===== config.mk =====
export PLATFORM = sky130hd
export DESIGN_NAME = tone_square_gen
export DESIGN_NICKNAME = d
export VERILOG_FILES = /design/src/rtl/tone_square_gen.sv
export SDC_FILE = /design/constraint.sdc
export NUM_CORES = 1
export LEC_CHECK = 0
export CORE_MARGIN = 3
export CORE_UTILIZATION = 40
export CTS_BUF_LIST = sky130_fd_sc_hd__clkbuf_2 sky130_fd_sc_hd__clkbuf_4 sky130_fd_sc_hd__clkbuf_8
export CTS_CLUSTER_DIAMETER = 60
export CTS_CLUSTER_SIZE = 40
export DETAILED_ROUTE_END_ITERATION = 8
export SYNTH_ARGS = -nofsm -noshare
export SYNTH_HDL_FRONTEND = slang
export SYNTH_SLANG_ARGS = --single-unit

===== constraint.sdc =====
create_clock -name clk -period 7.3 [get_ports clk]
set_input_delay 1.095 -clock clk [delete_from_list [all_inputs] [get_ports clk]]
set_output_delay 1.095 -clock clk [all_outputs]
set_load 0.05 [all_outputs]

===== src/rtl/tone_square_gen.sv =====
// tone_square_gen
// Square-wave tone generator driven by a decoded note frequency in Hz.
// An accumulate-and-subtract fractional divider adds 2*f every clock and
// toggles the output whenever the running sum crosses CLK_HZ. The leftover
// remainder is carried forward, so the long-run toggle rate is exactly 2*f
// per second with no drift and no divider hardware. New frequencies and stop
// requests are only accepted on the falling edge of audio (period boundary).
// This keeps every period whole and glitch-free.

module tone_square_gen #(
   parameter int unsigned CLK_HZ = 50000000,
   parameter int          ACC_W  = 32
) (
   input  logic        clk,
   input  logic        rst,
   input  logic [31:0] freq,
   input  logic        en,
   output logic        audio,
   output logic        busy,
   output logic        toggle_stb
);

   typedef enum logic {
      IDLE = 1'b0,
      PLAY = 1'b1
   } state_t;

   // CLK_HZ at the wide sum width for the wrap compare. It is also kept at
   // accumulator width for the subtraction. The true remainder always fits in
   // ACC_W bits, so the narrow subtract is exact.
   localparam logic [ACC_W+1:0] CLK_WIDE = (ACC_W+2)'(CLK_HZ);
   localparam logic [ACC_W-1:0] CLK_ACC  = ACC_W'(CLK_HZ);
   localparam logic [31:0]      HALF_HZ  = 32'(CLK_HZ / 2);

   state_t           state;
   state_t           state_next;
   logic [ACC_W-1:0] acc;
   logic [ACC_W-1:0] acc_next;
   logic [31:0]      active_freq;
   logic [31:0]      active_freq_next;
   logic             audio_next;
   logic             busy_next;
   logic             toggle_stb_next;

   logic             valid_req;
   logic [ACC_W+1:0] sum;
   logic             wrap;
   logic [ACC_W-1:0] acc_wrapped;

   // A request counts only when enabled and strictly inside (0, CLK_HZ/2).
   // Anything else is silence. The sum is two bits wider than acc so that
   // acc + 2*f can never overflow before it is compared against CLK_HZ.
   always_comb begin
      valid_req   = en && (freq != 32'd0) && (freq < HALF_HZ);
      sum         = {2'b00, acc} + (ACC_W+2)'({active_freq, 1'b0});
      wrap        = (sum >= CLK_WIDE);
      acc_wrapped = sum[ACC_W-1:0] - CLK_ACC;
   end

   // Next-state logic: idle waits for a request. Play accumulates and toggles.
   // At the falling edge it either reloads the frequency or returns to idle.
   always_comb begin
      state_next       = state;
      acc_next         = acc;
      active_freq_next = active_freq;
      audio_next       = audio;
      toggle_stb_next  = 1'b0;

      case (state)
         IDLE: begin
            audio_next = 1'b0;
            acc_next   = '0;
            if (valid_req) begin
               active_freq_next = freq;
               state_next       = PLAY;
            end
         end

         PLAY: begin
            if (wrap) begin
               acc_next        = acc_wrapped;
               audio_next      = ~audio;
               toggle_stb_next = 1'b1;
               if (audio) begin
                  if (valid_req) begin
                     active_freq_next = freq;
                  end else begin
                     state_next = IDLE;
                     acc_next   = '0;
                  end
               end
            end else begin
               acc_next = sum[ACC_W-1:0];
            end
         end

         default: begin
            state_next = IDLE;
            acc_next   = '0;
            audio_next = 1'b0;
         end
      endcase

      busy_next = (state_next == PLAY);
   end

   // All state and outputs are registered. A synchronous reset silences the
   // output on the next edge, whatever the state.
   always_ff @(posedge clk) begin
      if (rst) begin
         state       <= IDLE;
         acc         <= '0;
         active_freq <= 32'd0;
         audio       <= 1'b0;
         busy        <= 1'b0;
         toggle_stb  <= 1'b0;
      end else begin
         state       <= state_next;
         acc         <= acc_next;
         active_freq <= active_freq_next;
         audio       <= audio_next;
         busy        <= busy_next;
         toggle_stb  <= toggle_stb_next;
      end
   end

endmodule


# ---- Word-level counts from Yosys, hierarchy flattened
# Cells that the tools add are included.
dict set report totals {
  regBits 67
  romBits 0
  latchBits 0
  in_bits 35
  ramBits 0
  mem_count 0
  word_cells 33
  output_inout_bits 3
}
dict set report op_classes {
  eq_ne 2
  shift 0
  order_cmp 2
  n_addsub 2
  multipliers 0
  reduce_logical 5
  n_bitwise 2
  mux 15
  n_div 0
}
# operator n
set op_table {}
lappend op_table {{$mux W32} 6}
lappend op_table {{$pmux W32 S2} 2}
lappend op_table {{$add A32 B33 Y34} 1}
lappend op_table {{$ge A34 B26 Y1 const B} 1}
lappend op_table {{$lt A32 B25 Y1 const B} 1}
lappend op_table {{$reduce_bool A32 Y1} 1}
lappend op_table {{$sub A32 B26 Y32 const B} 1}
lappend op_table {{$mux W1} 5}
lappend op_table {{$pmux W1 S2} 2}
lappend op_table {{$logic_and A1 B1 Y1} 2}
lappend op_table {{$ne A2 B1 Y1 const B} 1}
lappend op_table {{$ne A2 B2 Y1 const B} 1}
lappend op_table {{$not A1 Y1} 2}
lappend op_table {{$reduce_and A2 Y1} 1}
lappend op_table {{$reduce_or A2 Y1} 1}

# ---- Depth between registers and ports, before layout
# Gate-level depths: netlist of the first run.
dict set report depth {
  ltp_word 7
  mapped_depth 15
  ltp_nobuf 14
}

# ---- Worst setup path after synthesis of the first run
# OpenSTA, ideal clock, no wires.
dict set report synth_timing {
  kind {reg-to-reg}
  start {register acc[1]}
  end {register acc[20]}
  synth_period_minus_slack_ps 3883
  stages_incl_launch_ff 14
  setup_time_ps 71
  arrival_time_ps 3813
  slack_ps 3417
  required_ps 7229
  n_path_buf 1
  cell_sequence {dfxtp_1 -> ha_1 -> fa_1 -> a211oi_2 -> o21ai_0 -> a211oi_2 -> o22ai_1 -> or4_1 -> or4_4 -> o41ai_4 -> nor4_2 -> buf_6 -> or4b_1 -> a21oi_1}
}
dict set report synth_via {
  elab_chain_cells 6
  word_cells_on_any_way 7
  classes_between {2 x add/sub; 1 x order compare; 4 x mux}
}
# item line_no
set synth_rtl {}
lappend synth_rtl {{start, declared} 37} ;# logic [ACC_W-1:0] acc;
lappend synth_rtl {{start signal, assigned} 119} ;# acc <= acc_next;
lappend synth_rtl {{$add A32 B33 Y34 *} 55} ;# sum = {2'b00, acc} + (ACC_W+2)'({active_freq, 1'b0});
lappend synth_rtl {{$sub A32 B26 Y32} 57} ;# acc_wrapped = sum[ACC_W-1:0] - CLK_ACC;
lappend synth_rtl {{$mux W32} 85} ;# if (valid_req) begin
lappend synth_rtl {{$mux W32} 84} ;# if (audio) begin
lappend synth_rtl {{$mux W32 *} 80} ;# if (wrap) begin
lappend synth_rtl {{$pmux W32 S2 *} 69} ;# case (state)
# Every way passes the cells marked *; elsewhere a longest branch is shown, timed or not.
# A chain may end at the register's enable or synchronous reset.

# ---- Worst setup path after layout of the first run
dict set report layout_timing {
  start {register active_freq[0]}
  end {register acc[11]}
}
dict set report layout_via {
  elab_chain_cells 6
  word_cells_on_any_way 7
  classes_between {2 x add/sub; 1 x order compare; 4 x mux}
}
# item line_no
set layout_rtl {}
lappend layout_rtl {{start, declared} 39} ;# logic [31:0] active_freq;
lappend layout_rtl {{start signal, assigned} 120} ;# active_freq <= active_freq_next;
lappend layout_rtl {{$add A32 B33 Y34 *} 55}
lappend layout_rtl {{$sub A32 B26 Y32} 57}
lappend layout_rtl {{$mux W32} 85}
lappend layout_rtl {{$mux W32} 84}
lappend layout_rtl {{$mux W32 *} 80}
lappend layout_rtl {{$pmux W32 S2 *} 69}
# Marks and branches as above.

==> flow_metrics.py, run 1 <==
metrics = {
    "run_status": {
        "status": "finished, final reports clean",
    },
    "synth": {
        "synth_ff_type": "dfxtp_1",
        "synth_area_leader_cell": "dfxtp_1",
        "syn_area_per_cell_um2": 7.99,
        "async_flop_share_pct": 0,
        "synth_edf_count": 0,
        "ys_types": 78,
        "synth_seq_cells": 66,
        "ys_seq_area_share_pct": 24.5,
        "syn_area_um2": 5400,
        "synthCells": 676,
        "synth_warnings": 0,
        "syn-num-nets": 744,
        "yosys-top-cells-area": "dfxtp_1 (24%), ha_1 (7.4%), nand2b_1 (6.0%)",
        "synth_top_cell_area_share_pct": 24.5,
    },
    "hold_path": {
        "whs_endpoint": "active_freq[17]$_SDFFE_PP0P_",
        "holdPathStages": 2,
        "hp-class": "flop to flop",
        "hold_start": "active_freq[17]$_SDFFE_PP0P_",
    },
    "global_routing": {
        "overflow": 0,
        "grt_max_degree": 61,
        "grt_first_pass_wirelength_mm": 24.6,
        "antenna_found_initial": 0,
        "grt_pass1_vias": 4743,
        "grt_usage_pct": 21.2,
    },
    "layout": {
        "layout.nets": 755,
        "drive_above_1_share_pct": 6.36,
        "area_delta_synth_final_pct": 11.4,
        "finish.utilization_pct": 46.5,
        "stdcell_count": 864,
        "antennaDiodeCount": 0,
    },
    "clocking": {
        "cts_tree": "built",
        "cts_resized": 0,
        "clk_transition_reported_paths_ns": 0.08,
        "cts_buffers": 9,
        "cts-root-buf": "clkbuf_8",
        "h-tree-depth": 3,
        "cts.path.max_buffers": 2,
        "clock_sinks": 66,
        "cts_setup_buffers": 0,
        "cts_hold_buf": 0,
        "clk_latency_ns": 0.37,
    },
    "power_and_ir_drop": {
        "p_int_mw": 0.534,
        "clkPwrFrac_pct": 42.8,
        "power_switching_mw": 0.163,
        "p_sw_share_pct": 23.4,
        "combPwrFrac_pct": 5.6,
        "cellPowerDensity_nw_per_um2": 116,
        "p_seq_share_pct": 51.7,
        "ir_drop_mv": 0.0617,
        "p_leak_nw": 2.28,
    },
    "floorplanning": {
        "die_h_um": 122,
        "fp.dieArea_um2": 14900,
        "start_util_pct": 41.8,
        "rows": 41,
        "io_pins": 38,
        "die_x_um": 122,
        "core_um2": 12900,
    },
    "worst_setup_path": {
        "worstReg2RegStart": "active_freq[0]$_SDFFE_PP0P_",
        "crit_arrival_ns": 5.12,
        "rrSetupSlack_ns": 2.38,
        "start_kind": "flop",
        "startpoint": "active_freq[0]$_SDFFE_PP0P_",
        "path_class": "flop to flop",
        "cp_max_fo": 16,
        "worstPathRequired_ns": 7.50,
        "r2r_cells": 12,
        "worstSetupEndpointType": "flop",
        "worstReg2RegEnd": "acc[11]$_SDFF_PP0_",
    },
    "sta": {
        "tns_ns": 0,
        "setup_violations": 0,
        "fin_skew_ns": 0.0174,
        "finalHoldViolations": 0,
        "slew-limit-headroom_pct": 36.8,
        "drv_slew": 0,
        "layout_worst_path_cycle_share_pct": 67.5,
        "layout_min_cycle_time_ns": 4.92,
        "hold_ws_ns": 0.488,
        "tightest_slew_ns": 0.948,
        "fmax_mhz": 203,
        "postLayoutSetupSlackWorst_ns": 2.38,
        "rsz0062_at_grt": "no",
    },
    "detailed_routing": {
        "totalWireLength_mm": 15.4,
        "ant_nets": 0,
        "viasPerCell": 6.05,
        "num_vias": 5224,
        "drcViolationCount": 0,
        "initialDrtViolationCount": 402,
        "dr.pass1.iters": 5,
        "wire_per_inst_um": 17.8,
    },
    "place": {
        "place.gp.congestion": 0.879,
        "portBuffers": 37,
        "pre_cts_ws_ns": 2.46,
        "dpl.hpwl_mm": 11.7,
        "dp.cells": 848,
    },
    "run": {
        "cap_violations": 0,
    },
}
power groups by stage:
stage               Sequential (mW)  Combinational, mW  Clock [mW]
floorplan                     0.369             0.0139           0
global placement              0.369             0.0387           0
detailed placement            0.369             0.0386           0
CTS                           0.360             0.0391       0.306
global route                  0.360             0.0425       0.320
finish                        0.360             0.0387       0.298
cell usage after synthesis (4+ instances only):
cell	n
o2111ai_1	4
and4_1	5
or3_1	9
nor4_1	10
a211o_1	4
o31ai_1	5
a21o_1	21
and2_1	7
a31oi_1	5
inv_1	11
clkbuf_1	23
nand2_1	54
dfxtp_1	66
xnor2_1	13
buf_4	4
xor2_1	10
a21oi_1	49
o32ai_1	11
o21ai_0	24
and3_1	12
o211ai_1	15
o22ai_1	4
nor3_1	8
a211oi_2	4
ha_1	32
buf_2	12
or4_1	4
nand4_1	15
nor2_1	49
or2_2	5
nand2b_1	52
mux2i_1	26
a211oi_1	8
nor3b_1	8
nand3_1	22
o21a_1	8
cell usage in the layout (no fill, tap or decap), types with 5 or more instances in the layout:
cell type,netlist,layout
a211oi_1,8,8
a21o_1,21,21
a21oi_1,49,49
a31oi_1,5,5
and2_1,7,7
and3_1,12,12
and4_1,5,5
clkbuf_8,0,12
clkdlybuf4s50_1,0,37
dfxtp_1,66,66
ha_1,32,32
inv_1,11,11
mux2i_1,26,26
nand2_1,54,54
nand2b_1,52,52
nand3_1,22,22
nand4_1,15,15
nor2_1,49,49
nor3_1,8,8
nor3b_1,8,8
nor4_1,10,10
o211ai_1,15,15
o21a_1,8,8
o21ai_0,24,24
o31ai_1,5,5
o32ai_1,11,11
or2_2,5,5
or3_1,9,9
xnor2_1,13,13
xor2_1,10,10
kinds of logic after synthesis:
| logic type | share of synthesized area, % |
|---|---|
| and+or+nand+nor | 27.3 |
| AOI/OAI and AO/OA | 27.3 |
| DFF | 24.5 |
| buffers and inverters | 4.45 |
| adders and majority gates | 7.78 |
| muxes | 5.03 |
| xor gates and xnor gates | 3.73 |
layer usage:
layer  routed length [µm]  global-route usage (%)
met1                 7870                    32.0
met2                 5940                    29.0
met3                 1300                    4.41
met4                  274                    8.05
met5                    0                       0
final cells by class:
| cell class | instances | area (µm²) |
|---|---|---|
| fill | 1285 | 6910 |
| sequential | 66 | 1320 |
| clock buffer | 12 | 165 |
| timing repair buffer | 41 | 400 |
| inverter | 11 | 41.3 |
| multi-input combinational | 558 | 3850 |
| clock inverter | 4 | 25.0 |
| tap | 172 | 215 |
flip-flops by register name, summed over array words and instances, names as in the netlist:
signal / count
toggle_stb: 1
audio: 1
acc: 31
state: 1
active_freq: 32
worst max-delay path: stages, from the launching register on:
cell and delay [ns]:
dfxtp_1 0.32, ha_1 0.23, fa_1 0.45, a211oi_2 0.39, o211ai_1 0.18, a21o_1 0.29
a311oi_2 0.54, o41a_1 0.29, a221oi_2 0.10, o31ai_1 0.66, nor4_4 0.11, or2_0 0.56
o41ai_1 0.62
worst max path at each step:
| stage | to | cells past startpoint |
|---|---|---|
| 2_1_floorplan | acc[20]$_SDFF_PP0_ | 13 |
| 3_3_place_gp | acc[11]$_SDFF_PP0_ | 12 |
| 3_5_place_dp | acc[11]$_SDFF_PP0_ | 12 |
| 5_1_grt | acc[11]$_SDFF_PP0_ | 12 |
| 6_report | acc[11]$_SDFF_PP0_ | 12 |
| 4_1_cts | acc[11]$_SDFF_PP0_ | 12 |
per-stage QoR:
stage | total power [mW] | cell area (µm²)
5_1_grt | 0.723 | 6020
3_3_place_gp | 0.407 | 5830
6_report | 0.697 | 6020
4_1_cts | 0.706 | 6020
3_5_place_dp | 0.407 | 5830
2_1_floorplan | 0.383 | 5400
Power figures use the tool's default switching activity.
==> inputs of run 2 (changes only) <==
clock period = 4.95 ns   (was 7.3 ns; I/O delays follow)
==> run 2 against run 1 <==
  * Die area unchanged
  * Total power up 53%
  * Core utilization up 0.53 points
  * Register-to-register slack worse by 2.0 ns
  * Hold slack worse by 0.0041 ns
  * Non-clock buffer count up 6
  * Setup slack worse by 2.0 ns
  * Critical path depth up 1
  * Largest power group unchanged
==> flow_metrics.py, run 2 (same netlist as run 1, synthesis figures left out) <==
metrics = {
    "layout": {
        "layout_common_cells": "dfxtp_1 (66), nand2_1 (54), nand2b_1 (52)",
        "largest_register_ffs": 32,
        "multi_input_area_um2": 3850,
        "layout.nets": 761,
        "area_delta_synth_final_pct": 12.7,
        "antennaDiodeCount": 0,
        "top_regs": "active_freq x32, acc x31",
        "regMostFlops": "active_freq",
        "nFillCells": 1278,
        "drive_above_1_share_pct": 7.31,
        "seq_area_um2": 1320,
        "final_common_cell": "dfxtp_1",
        "stdcell_count": 870,
    },
    "global_routing": {
        "grt_max_degree": 61,
        "grt_usage_pct": 20.8,
        "overflow": 0,
        "antenna_found_initial": 0,
        "grt_pass1_vias": 4873,
        "grt_first_pass_wirelength_mm": 24.6,
    },
    "power_and_ir_drop": {
        "p_seq_share_pct": 49.8,
        "clkPwrFrac_pct": 44.8,
        "cellPowerDensity_nw_per_um2": 175,
        "p_sw_share_pct": 22.1,
        "p_leak_nw": 2.31,
        "p_int_mw": 0.831,
        "combPwrFrac_pct": 5.4,
        "power_switching_mw": 0.236,
        "ir_drop_mv": 0.118,
    },
    "hold_path": {
        "hp-class": "flop to flop",
    },
    "sta": {
        "fin_skew_ns": 0.00596,
        "tns_ns": 0,
        "finalHoldViolations": 0,
        "slew-limit-headroom_pct": 39.8,
        "layout_worst_path_cycle_share_pct": 92.2,
        "layout_min_cycle_time_ns": 4.56,
        "fmax_mhz": 219,
        "rsz0062_at_grt": "no",
        "drv_slew": 0,
        "tightest_slew_ns": 0.903,
        "setup_violations": 0,
        "hold_ws_ns": 0.484,
    },
    "detailed_routing": {
        "viasPerCell": 6.04,
        "dr.pass1.iters": 6,
        "num_vias": 5258,
        "ant_nets": 0,
        "drcViolationCount": 0,
        "initialDrtViolationCount": 428,
        "totalWireLength_mm": 15.2,
        "wire_per_inst_um": 17.5,
    },
    "clocking": {
        "h-tree-depth": 3,
        "cts_hold_buf": 0,
        "clk_transition_reported_paths_ns": 0.07,
        "cts.path.max_buffers": 2,
        "clk_latency_ns": 0.36,
        "clock_sinks": 66,
        "cts-root-buf": "clkbuf_8",
        "cts_buffers": 9,
        "cts_tree": "built",
    },
    "floorplanning": {
        "io_pins": 38,
        "core_um2": 12900,
        "fp.dieArea_um2": 14900,
        "die_x_um": 122,
        "rows": 41,
        "start_util_pct": 41.8,
        "die_h_um": 122,
    },
    "place": {
        "dp.cells": 854,
        "portBuffers": 37,
        "dpl.hpwl_mm": 11.5,
        "place.gp.congestion": 0.923,
    },
    "worst_setup_path": {
        "path_class": "flop to flop",
        "worstPathRequired_ns": 5.23,
        "cp_max_fo": 32,
        "crit_arrival_ns": 4.84,
        "worstSetupEndpointType": "flop",
        "start_kind": "flop",
    },
    "run_status": {
        "status": "finished, final reports clean",
    },
    "run": {
        "cap_violations": 0,
    },
}
run 2: changes by cell type in the layout (fill, tap and decap cells not counted), sizes merged:
cell and delta:
buf +6, clkinv -1, bufinv +1
run 2: power groups by stage:
stage	logic (mW)	registers (mW)	clock network, mW
4_1_cts	0.0581	0.531	0.496
5_1_grt	0.0621	0.531	0.514
6_report	0.0577	0.531	0.478
3_5_place_dp	0.0575	0.544	0
3_3_place_gp	0.0569	0.544	0
2_1_floorplan	0.0205	0.544	0
run 2: critical path: stages, from the launching register on:
cell and delay, ns:
dfxtp_1 0.33, ha_1 0.23, fa_1 0.44, a211oi_2 0.36
o21ai_0 0.23, a221oi_1 0.56, xnor2_1 0.23, nand4_1 0.13
or4_4 0.56, o41ai_4 0.34, nor3_2 0.16, a31oi_4 0.19
buf_4 0.45, mux2i_1 0.25
run 2: layout make-up:
| class | instances | share of cell area [%] |
|---|---|---|
| clock buffers | 12 | 2.61 |
| repair buffers | 47 | 7.32 |
| inverters | 11 | 0.678 |
| multi-input cells | 558 | 63.3 |
| well taps | 172 | 3.54 |
| flip-flops and latches | 66 | 21.7 |
| clock inverters | 4 | 0.822 |
run 2: through the flow:
step / utilization (%) / worst slack [ns] / area (µm²) / total power, mW
3_5_place_dp: 45.4 / 0.460 / 5870 / 0.601
2_1_floorplan: - / 1.07 / 5400 / 0.564
6_report: 47.1 / 0.386 / 6090 / 1.07
3_3_place_gp: 45.4 / 0.588 / 5870 / 0.600
4_1_cts: 47.0 / 0.340 / 6080 / 1.09
5_1_grt: 47.1 / 0.124 / 6090 / 1.11
run 2: final timing paths:
kind / cells past startpoint / endpoint / from / slack, ns
worst max-delay path: 13 / active_freq[10]$_SDFFE_PP0P_ / active_freq[0]$_SDFFE_PP0P_ / 0.39
worst min-delay path: 2 / active_freq[16]$_SDFFE_PP0P_ / active_freq[16]$_SDFFE_PP0P_ / 0.48
worst max register to register: 13 / active_freq[10]$_SDFFE_PP0P_ / active_freq[0]$_SDFFE_PP0P_ / 0.39
worst min register to register: 2 / active_freq[16]$_SDFFE_PP0P_ / active_freq[16]$_SDFFE_PP0P_ / 0.48
run 2: repair_timing:
action | in CTS | in global routing
gates resized for setup | 0 | 1
setup endpoints to repair | 0 | 2
setup buffers | 0 | 0
run 2: layer usage:
layer  wire length (µm)  track usage, %
met2               6040            29.5
met4                242            6.72
met1               7510            30.9
met3               1390            4.60
met5                  0               0
